===== config.mk =====
export PLATFORM = sky130hd
export DESIGN_NAME = crc32_stream_flat
export DESIGN_NICKNAME = d
export VERILOG_FILES = /design/src/rtl/crc32_stream_pkg.sv /design/src/rtl/crc32_stream_if.sv /design/src/rtl/crc32_stream_lane.sv /design/src/rtl/crc32_stream.sv /design/src/flat_wrapper.sv
export SDC_FILE = /design/constraint.sdc
export NUM_CORES = 1
export LEC_CHECK = 0
export ABC_AREA = 1
export CORE_MARGIN = 10
export CORE_UTILIZATION = 25
export DETAILED_ROUTE_END_ITERATION = 6
export GPL_TIMING_DRIVEN = 0
export PLACE_DENSITY_LB_ADDON = 0.2
export SLEW_MARGIN = 20
export SYNTH_ARGS = -nofsm -noshare
export SYNTH_HDL_FRONTEND = slang
export SYNTH_SLANG_ARGS = --single-unit
export TNS_END_PERCENT = 10

===== constraint.sdc =====
create_clock -name clk -period 2.5 [get_ports clk]
set_input_delay 0.375 -clock clk [delete_from_list [all_inputs] [get_ports clk]]
set_output_delay 0.375 -clock clk [all_outputs]
set_load 0.1 [all_outputs]

===== src/rtl/crc32_stream_pkg.sv =====
// Shared CRC-32 constants, FSM state type and bit-serial helpers
// for the streaming CRC engine.
package crc_pkg;

  localparam logic [31:0] ETH_POLY    = 32'h04C11DB7;
  localparam logic [31:0] ETH_INIT    = 32'hFFFFFFFF;
  localparam logic [31:0] ETH_XOR_OUT = 32'hFFFFFFFF;
  localparam logic [31:0] ETH_RESIDUE = 32'hC704DD7B;

  typedef enum logic [0:0] {
    ST_IDLE = 1'b0,
    ST_RUN  = 1'b1
  } crc_state_e;

  function automatic logic [31:0] bitrev32(input logic [31:0] v);
    logic [31:0] r;
    r = 32'h0;
    for (int i = 0; i < 32; i++) begin
      r[i] = v[31-i];
    end
    return r;
  endfunction

  // Register is kept in normal (MSB-feedback) form while data enters bit 0 first.
  function automatic logic [31:0] crc32_byte_step(input logic [31:0] poly,
                                                  input logic [31:0] crc,
                                                  input logic [7:0]  data);
    logic [31:0] c;
    logic        fb;
    c = crc;
    for (int i = 0; i < 8; i++) begin
      fb = c[31] ^ data[i];
      c  = {c[30:0], 1'b0} ^ (fb ? poly : 32'h0);
    end
    return c;
  endfunction

endpackage


===== src/rtl/crc32_stream_if.sv =====
// Beat-level input bundle of the CRC engine: valid/sop/eop qualified data
// with a byte-keep mask for the last beat.
interface crc32_stream_if #(
  parameter int DATA_W = 8
);
  logic                  in_valid;
  logic                  in_sop;
  logic                  in_eop;
  logic [DATA_W-1:0]     in_data;
  logic [DATA_W/8-1:0]   in_keep;

  modport master (
    output in_valid, in_sop, in_eop, in_data, in_keep
  );

  modport slave (
    input in_valid, in_sop, in_eop, in_data, in_keep
  );
endinterface


===== src/rtl/crc32_stream_lane.sv =====
// One byte of the per-beat CRC chain; a disabled lane passes the CRC through.
module crc_byte_lane
  import crc_pkg::*;
#(
  parameter logic [31:0] POLY = ETH_POLY
) (
  input  logic [31:0] crc_i,
  input  logic [7:0]  data_i,
  input  logic        en_i,
  output logic [31:0] crc_o
);

  assign crc_o = en_i ? crc32_byte_step(POLY, crc_i, data_i) : crc_i;

endmodule


===== src/rtl/crc32_stream.sv =====
// Streaming CRC-32 engine: sop/eop framing, keep-masked last beat,
// finalised FCS and residue check one cycle after eop.
module crc32_stream
  import crc_pkg::*;
#(
  parameter int          DATA_W      = 8,
  parameter logic [31:0] POLY        = ETH_POLY,
  parameter logic [31:0] INIT        = ETH_INIT,
  parameter logic [31:0] XOR_OUT     = ETH_XOR_OUT,
  parameter bit          REFLECT_OUT = 1'b1,
  parameter logic [31:0] RESIDUE     = ETH_RESIDUE
) (
  input  logic        clk,
  input  logic        rst_n,
  crc32_stream_if.slave s_if,
  output logic [31:0] crc_raw,
  output logic [31:0] fcs_out,
  output logic        fcs_valid,
  output logic        chk_good,
  output logic        chk_bad,
  output logic        busy,
  output logic [15:0] byte_cnt,
  output logic        frame_err
);

  localparam int NB = DATA_W / 8;

  crc_state_e  state_q, state_d;
  logic [31:0] crc_q, crc_d;
  logic [31:0] fcs_q, fcs_d;
  logic [15:0] cnt_q, cnt_d;
  logic        fcs_valid_q, fcs_valid_d;
  logic        good_q, good_d;
  logic        bad_q, bad_d;
  logic        err_q, err_d;
  logic        busy_q;

  logic          accept_s, seed_s, close_s, err_s;
  logic [NB-1:0] lane_en_s;
  logic [3:0]    lanes_s;
  logic [3:0]    add_s;
  logic          keep_run_s;
  logic [15:0]   cnt_base_s;
  logic [16:0]   cnt_sum_s;
  logic [31:0]   chain_s [NB+1];

  // Keep mask reduced to its leading ones; this also absorbs non-contiguous masks.
  always_comb begin
    keep_run_s = 1'b1;
    lanes_s    = 4'd0;
    lane_en_s  = '0;
    for (int k = 0; k < NB; k++) begin
      keep_run_s   = keep_run_s & s_if.in_keep[k];
      lane_en_s[k] = s_if.in_eop ? keep_run_s : 1'b1;
      lanes_s      = lanes_s + {3'b000, keep_run_s};
    end
  end

  assign chain_s[0] = seed_s ? INIT : crc_q;

  for (genvar k = 0; k < NB; k++) begin : g_lane
    crc_byte_lane #(.POLY(POLY)) u_lane (
      .crc_i  (chain_s[k]),
      .data_i (s_if.in_data[8*k +: 8]),
      .en_i   (lane_en_s[k]),
      .crc_o  (chain_s[k+1])
    );
  end

  // FSM state register
  always_ff @(posedge clk or negedge rst_n) begin
    if (!rst_n) begin
      state_q <= ST_IDLE;
    end else begin
      state_q <= state_d;
    end
  end

  // FSM next-state logic
  always_comb begin
    state_d = state_q;
    case (state_q)
      ST_IDLE: begin
        if (s_if.in_valid && s_if.in_sop && !s_if.in_eop) begin
          state_d = ST_RUN;
        end else begin
          state_d = ST_IDLE;
        end
      end
      ST_RUN: begin
        if (s_if.in_valid && s_if.in_eop) begin
          state_d = ST_IDLE;
        end else begin
          state_d = ST_RUN;
        end
      end
      default: state_d = ST_IDLE;
    endcase
  end

  // FSM output decode: beat acceptance, seeding, frame close and protocol errors
  always_comb begin
    accept_s = 1'b0;
    seed_s   = 1'b0;
    err_s    = 1'b0;
    case (state_q)
      ST_IDLE: begin
        accept_s = s_if.in_valid && s_if.in_sop;
        seed_s   = s_if.in_valid && s_if.in_sop;
        err_s    = s_if.in_valid && !s_if.in_sop;
      end
      ST_RUN: begin
        accept_s = s_if.in_valid;
        seed_s   = s_if.in_valid && s_if.in_sop;
        err_s    = s_if.in_valid && s_if.in_sop;
      end
      default: begin
        accept_s = 1'b0;
        seed_s   = 1'b0;
        err_s    = 1'b0;
      end
    endcase
    close_s = accept_s && s_if.in_eop;
  end

  // Datapath next-state: CRC register, saturating byte count, finalisation
  always_comb begin
    add_s      = s_if.in_eop ? lanes_s : 4'(NB);
    cnt_base_s = seed_s ? 16'h0000 : cnt_q;
    cnt_sum_s  = {1'b0, cnt_base_s} + {13'b0, add_s};
    if (accept_s) begin
      crc_d = chain_s[NB];
      cnt_d = cnt_sum_s[16] ? 16'hFFFF : cnt_sum_s[15:0];
    end else begin
      crc_d = crc_q;
      cnt_d = cnt_q;
    end
    fcs_valid_d = close_s;
    good_d      = close_s && (crc_d == RESIDUE);
    bad_d       = close_s && (crc_d != RESIDUE);
    err_d       = err_s || (close_s && (lanes_s == 4'd0));
    if (close_s) begin
      fcs_d = (REFLECT_OUT ? bitrev32(crc_d) : crc_d) ^ XOR_OUT;
    end else begin
      fcs_d = fcs_q;
    end
  end

  // Datapath and output registers
  always_ff @(posedge clk or negedge rst_n) begin
    if (!rst_n) begin
      crc_q       <= INIT;
      fcs_q       <= 32'h0;
      cnt_q       <= 16'h0;
      fcs_valid_q <= 1'b0;
      good_q      <= 1'b0;
      bad_q       <= 1'b0;
      err_q       <= 1'b0;
      busy_q      <= 1'b0;
    end else begin
      crc_q       <= crc_d;
      fcs_q       <= fcs_d;
      cnt_q       <= cnt_d;
      fcs_valid_q <= fcs_valid_d;
      good_q      <= good_d;
      bad_q       <= bad_d;
      err_q       <= err_d;
      busy_q      <= (state_d == ST_RUN);
    end
  end

  assign crc_raw   = crc_q;
  assign fcs_out   = fcs_q;
  assign fcs_valid = fcs_valid_q;
  assign chk_good  = good_q;
  assign chk_bad   = bad_q;
  assign busy      = busy_q;
  assign byte_cnt  = cnt_q;
  assign frame_err = err_q;

endmodule


===== src/flat_wrapper.sv =====
// flat-port wrapper written by rule: the top's interface ports become plain ports
module crc32_stream_flat import crc_pkg::*;
#(
  parameter int          DATA_W      = 8,
  parameter logic [31:0] POLY        = ETH_POLY,
  parameter logic [31:0] INIT        = ETH_INIT,
  parameter logic [31:0] XOR_OUT     = ETH_XOR_OUT,
  parameter bit          REFLECT_OUT = 1'b1,
  parameter logic [31:0] RESIDUE     = ETH_RESIDUE
)
  (clk, rst_n, crc_raw, fcs_out, fcs_valid, chk_good, chk_bad, busy, byte_cnt, frame_err, s_if_in_valid, s_if_in_sop, s_if_in_eop, s_if_in_data, s_if_in_keep);
  crc32_stream_if #(.DATA_W(DATA_W)) s_if_i ();
  input  logic clk;
  input  logic rst_n;
  output logic [31:0] crc_raw;
  output logic [31:0] fcs_out;
  output logic fcs_valid;
  output logic chk_good;
  output logic chk_bad;
  output logic busy;
  output logic [15:0] byte_cnt;
  output logic frame_err;
  input wire logic [$bits(s_if_i.in_valid)-1:0] s_if_in_valid;
  input wire logic [$bits(s_if_i.in_sop)-1:0] s_if_in_sop;
  input wire logic [$bits(s_if_i.in_eop)-1:0] s_if_in_eop;
  input wire logic [$bits(s_if_i.in_data)-1:0] s_if_in_data;
  input wire logic [$bits(s_if_i.in_keep)-1:0] s_if_in_keep;
  assign s_if_i.in_valid = s_if_in_valid;
  assign s_if_i.in_sop = s_if_in_sop;
  assign s_if_i.in_eop = s_if_in_eop;
  assign s_if_i.in_data = s_if_in_data;
  assign s_if_i.in_keep = s_if_in_keep;
  crc32_stream #(.DATA_W(DATA_W), .POLY(POLY), .INIT(INIT), .XOR_OUT(XOR_OUT), .REFLECT_OUT(REFLECT_OUT), .RESIDUE(RESIDUE)) u_core (.clk(clk), .rst_n(rst_n), .s_if(s_if_i), .crc_raw(crc_raw), .fcs_out(fcs_out), .fcs_valid(fcs_valid), .chk_good(chk_good), .chk_bad(chk_bad), .busy(busy), .byte_cnt(byte_cnt), .frame_err(frame_err));
endmodule

# [Word-level counts from Yosys, hierarchy flattened]
# Index checks and enable logic that the tools add are counted.
[totals] register_bits=85 latch_bits=0 ram_bits=0 mem_bits_ro=0 wordCells=61 memories=0
[op_classes] n_addsub=1 mul=0 div=0 magnitude_cmp=0 n_eq_ne=2 shift=0 n_mux=20 bitwise_logic=18 n_reduce_logical=12
[ops] operator="bitwise XOR 32 x 27 -> 32 bit" count=8
[ops] operator="2-to-1 mux 27 bit" count=8
[ops] operator="2-to-1 mux 32 bit" count=3
[ops] operator="equality test 32 bit, second input constant" count=1
[ops] operator="2-to-1 mux 16 bit" count=2
[ops] operator="inequality test 32 bit, second input constant" count=1
[ops] operator="inverter 32 bit" count=1
[ops] operator="adder 16 x 4 -> 17 bit" count=1
[ops] operator="logical AND 1 bit" count=8
[ops] operator="bitwise XOR 1 bit" count=8
[ops] operator="one-hot mux 1 bit (2 select lines)" count=3
[ops] operator="logical NOT 4 bit" count=1
[ops] operator="2-to-1 mux 1 bit" count=4
[ops] operator="logical NOT 1 bit" count=2
[ops] operator="logical OR 1 bit" count=1
[ops] operator="inverter 1 bit" count=1

# [Depth between registers and ports, before layout]
[logic_depth] depth_word=30 ltp_mapped=21 mapped_depth_nobuf=20

# [Cells and area by module]
# From an unflattened synthesis, not the netlist that was laid out.
[unflattened] hier_cells=815 hier_area_um2=5641.7
[modules_own_cells] module="crc32_stream" instances=1 cells_per_inst=542 area_each_um2=4205.3 seq_area_each_um2=2167.1
[modules_own_cells] module="crc_byte_lane" instances=1 cells_per_inst=273 area_each_um2=1436.4 seq_area_each_um2=0.0

# [Worst setup path after synthesis]
# No wires, ideal clock.
[synth_timing] kind="reg2reg" from="reg u_core.cnt_q[0] (netlist: u_core.byte_cnt[0])" to="reg u_core.cnt_q[10] (netlist: u_core.byte_cnt[10])" setup_ns=0.083 t_arrival_ns=3.063 path_slack_ns=-0.645 stages_incl_launch_ff=16 n_path_buf=1 period_less_slack_ns=3.145 cell_sequence="dfrtp_1 -> inv_1 -> nor2_1 -> ha_1 -> ha_1 -> nand2_1 -> nor2_4 -> nand3_2 -> nor3_2 -> nand4_1 -> nor2_2 -> nand3_2 -> o31ai_4 -> inv_2 -> buf_6 -> a22oi_2"
[synth_via] elab_chain_len=3
[synth_rtl] element="start: declaration" line="crc32_stream.sv:31" rtl="logic [15:0] cnt_q, cnt_d;"
[synth_rtl] element="start signal: assignment" line="crc32_stream.sv:163" rtl="cnt_q <= cnt_d;"
[synth_rtl] element="2-to-1 mux 16 bit" line="crc32_stream.sv:129" rtl="cnt_base_s = seed_s ? 16'h0000 : cnt_q;"
[synth_rtl] element="adder 16 x 4 -> 17 bit" line="crc32_stream.sv:130" rtl="cnt_sum_s = {1'b0, cnt_base_s} + {13'b0, add_s};"
[synth_rtl] element="2-to-1 mux 16 bit" line="crc32_stream.sv:133" rtl="cnt_d = cnt_sum_s[16] ? 16'hFFFF : cnt_sum_s[15:0];"
# No other way between the ends.
# A chain may end at the register's enable or synchronous reset.

# [Final worst setup path]
[layout_timing] from="in s_if_in_sop" to="reg u_core.cnt_q[10] (netlist: u_core.byte_cnt[10])"
[layout_via] elab_chain_len=4 word_cells_on_any_way=5 cone_classes="add/sub (1); mux (3); reduce/logical (1)"
[layout_rtl] element="start: declaration" line="flat_wrapper.sv:24" rtl="input wire logic [$bits(s_if_i.in_sop)-1:0] s_if_in_sop;"
[layout_rtl] element="logical AND 1 bit (*)" line="crc32_stream.sv:108, crc32_stream.sv:109, crc32_stream.sv:114"
[layout_rtl] element="2-to-1 mux 16 bit" line="crc32_stream.sv:129"
[layout_rtl] element="adder 16 x 4 -> 17 bit" line="crc32_stream.sv:130"
[layout_rtl] element="2-to-1 mux 16 bit" line="crc32_stream.sv:133"
# Mark *: on every way between the ends. The rest lies on a longest branch, timed or not.

==> results.md <==
* Logic pwr share at 65.9%
* Hold Path Class: input pin to register
* TritonCTS clock tree: done
* Worst path cell trace: buf_4 > nand2_8 > inv_12 > buf_12 > nor2_4 > ha_4 > ha_4 > nand2_4 > nor2_4 > nand3_4 > nor3_4 > nand4_1 > nor2_2 > nand3_2 > o31ai_4 > inv_2 > buf_12 > a22oi_2
* Adder-Cell Fraction of Synth Area at less than 1%
* Layout overhead on the synthesized area at 38.3%
* Num Clock Sinks at 85
* Period Utilization, post-route at between 90% and 100%
* Synthesized Nets at 912
* Clock buffer count from CTS at 9
* Post-synth cell types at 39
* Hpwl dp at between 15000 and 20000 µm
* Async set-reset flop share out of synthesis at between 90% and 100%
* Synth Register Bits at 85
* Part of the power in registers at between 20% and 30%
* # rows at between 50 and 60
* Vias in the first global route at slightly below 6000
* Top cells by count, synth: nand2_1, inv_1, nor2_1, nand3_1, dfrtp_1
* Pint at ~4200 µW
* Layout cells sized above 1 at between 10% and 20%
* Reg-to-Reg End: u_core.chk_bad
* Buffers on Ports at slightly below 100
* H-tree depth at 3
* DR WL/cell at 16.6 µm
* Hold Startpoint: s_if_in_eop
* Post-Synth XOR/XNOR Area at under 10%
* Ant. Diodes at 0
* Clk_lat worst skew at 350 ps
* Top cell type's share of synthesized area at roughly a quarter
* Largest area contributor in the netlist: nand2_1
* Global-route wire length before repair at roughly 34000 µm
* Status: complete, no violations
* DR vias at 6084
* Final cell utilization of the core at between 30% and 40%
* RSZ-0062 raised after global routing: yes
* Fmax at 401 MHz
* Peak supply drop at roughly 0.66 mV
* Slew Limit Headroom at 31.2%
* GRT overflow at 0
* Remaining antenna violation count at 0
* Slew Viols, Final at 0
* Count of final hold-check violations at 0
* Pre-antenna DRT Iters at 5
* Simple-gate share of the synthesized area at between 30% and 40%
* Synthesis Warnings at 0
* Die extent in y at around 170 µm
* Ports at 99
* Worst stage delay on the critical path at approximately 220 ps
* CTS Root Cell: clkbuf_16
* Max Root-Sink Buffers at 2
* Initial DRC count at between 300 and 400
* Most common cell in the netlist: nand2_1
* Syn Inst Count at about 900
* Hold Crit Depth at 4
* Syn Std Cell Area at ~5800 µm²
* Initial core utilization at approximately a quarter
* Layout Nets at around 1100
* Clock Skews at about 12 ps
* Critical Path AT at 2760 ps
* Crit path launch type: input pin
* Vias per inst at about 4.6
* Switching share of power at 58.8%
* Largest family of logic cells by synthesized area: simple AND/OR/NAND/NOR gates
* Power Total at roughly 10000 µW
* Largest net degree at the start of global routing at a little over 60
* Final setup viols at 0
* Power density over the cells at 1300 nW/µm²
* Critical-path top delay cell: o31ai_4
* CP Class: input pin to register
* DR DRC count at 0
* Mux cell area share after synthesis at 0%
* Ys flop type: dfrtp_1
* Min cycle time layout at between 2000 and 2500 ps
* CP Capture Type: register
* Buf/Inv on CP at 5
* RePlAce Congestion at slightly below 0.9
* Routed wire length at about 22000 µm
* EDFF count, synth at 0
* Top post-synthesis cells by area: nand2_1, dfrtp_1, dfstp_2, inv_1, nor2_1
* Die area at 29500 µm²
* Share of the yosys chip area belonging to registers at 37.7%
* Measured slew at the worst slew-check pin at around 1000 ps
* DIE WIDTH at approximately 170 µm
* Overall Global Routing Usage at around 15%
* Slack of the worst reg-to-reg path at ~20 ps
* Hold worst-path end: u_core.state_q
* Max_cap viols at 0
* Worst reg2reg path startpoint: u_core.crc_raw[28]
* Worst Path Max Fanout at 17
* Post-Syn Area per Cell at roughly 6.4 µm²
* R2R cell count at 17
* Static leakage at between 0.004 and 0.005 µW
* CORE AREA at 22600 µm²
* Initial antenna violation count at 1
* Share of total power in the clock network at between 10% and 20%
* Switching pwr at between 6000 and 7000 µW
* Worst Path Required at approximately 2800 ps
* Worst-path clk slew at 60 ps
* Delay-heaviest family, CP: simple AND/OR/NAND/NOR gates
* Complex-gate fraction of the synthesized area at 10.9%
==> per-layer routing <==
layer	GRT usage [%]	wire, µm
met1	17.7	9390
met2	25.5	10500
met3	3.78	1250
met4	6.39	756
met5	0	13
==> flip-flops by register name (all words and copies together) (netlist names) <==
register and flops:
u_core.chk_bad 1, u_core.fcs_valid 1, u_core.byte_cnt 16, u_core.frame_err 1, u_core.chk_good 1, u_core.crc_raw 32, u_core.state_q 1, u_core.fcs_out 32
==> worst max-delay path by stage <==
stage                                   from                   to  slack (ps)  cells after the start
after CTS                 u_core.crc_raw[25]       u_core.chk_bad           1                     19
after detailed placement         s_if_in_sop   u_core.byte_cnt[8]       -1260                     19
after global routing             s_if_in_sop  u_core.byte_cnt[10]        -190                     18
after global placement                 rst_n   u_core.byte_cnt[0]       -2890                      1
final                            s_if_in_sop  u_core.byte_cnt[10]           3                     18
after floorplan                  s_if_in_sop  u_core.byte_cnt[10]        -370                     18
==> cell families after synthesis <==
logic type | count (synthesis)
compound gates | 104
flops | 85
buf+inv | 152
xor+xnor | 11
simple gates | 542
fa+ha+maj | 2
==> area by class of cell <==
cell class	instances	area, µm²
flip-flops and latches	85	2170
repair buffers	129	1250
multi-input cells	659	3200
clock inverters	7	50.0
fillers	2438	14700
well taps	285	357
clock buffers	9	225
plain buffers	29	229
inverters	122	470
==> power groups by stage <==
stage          Clock (µW)  Combinational [µW]  Sequential (µW)
2_1_floorplan           0                1940             5200
3_3_place_gp            0                6490             2280
3_5_place_dp            0                6520             2280
4_1_cts              1320                6730             2260
5_1_grt              1370                7220             2310
6_report             1260                6790             2250
==> cell usage in the layout (no fill, tap or decap), types with 23 or more instances in the layout <==
cell type	Yosys	routed
o21ai_0	48	47
nand3_1	61	60
nor2_1	82	78
nand2_2	12	23
dfstp_2	32	32
nand2_1	366	343
inv_1	118	117
dfrtp_1	53	51
buf_4	3	30
clkdlybuf4s50_1	0	91
a21oi_1	28	27
==> worst register-to-register path, delay by kind of cell (launching register included) <==
| kind | cells | cell delay [ps] |
|---|---|---|
| and+or+nand+nor | 16 | 1740 |
| DFF | 1 | 540 |
| buffers and inverters | 1 | 70 |
==> repair_timing <==
action,4_1_cts,5_1_grt
hold buffers,1,0
gates cloned,1,0
hold endpoints to repair,13,0
pin swaps,16,5
setup buffers,24,4
gates resized for setup,72,24
setup endpoints to repair,28,19
==> through the flow <==
| step | instance area [µm²] | hold slack, ps | std cells | worst slack [ps] | TNS [ps] |
|---|---|---|---|---|---|
| detailed placement | 7190 | 261 | 1280 | -1260 | -32990 |
| global placement | 7160 | 472 | 1279 | -2890 | -191090 |
| floorplan | 5820 | 79.4 | 896 | -373 | -4910 |
| finish | 7950 | 302 | 1325 | 3.39 | 0 |
| CTS | 7860 | 286 | 1321 | 1.02 | 0 |
| global route | 7950 | 312 | 1325 | -190 | -2290 |
(Power assumes the default switching activity.)
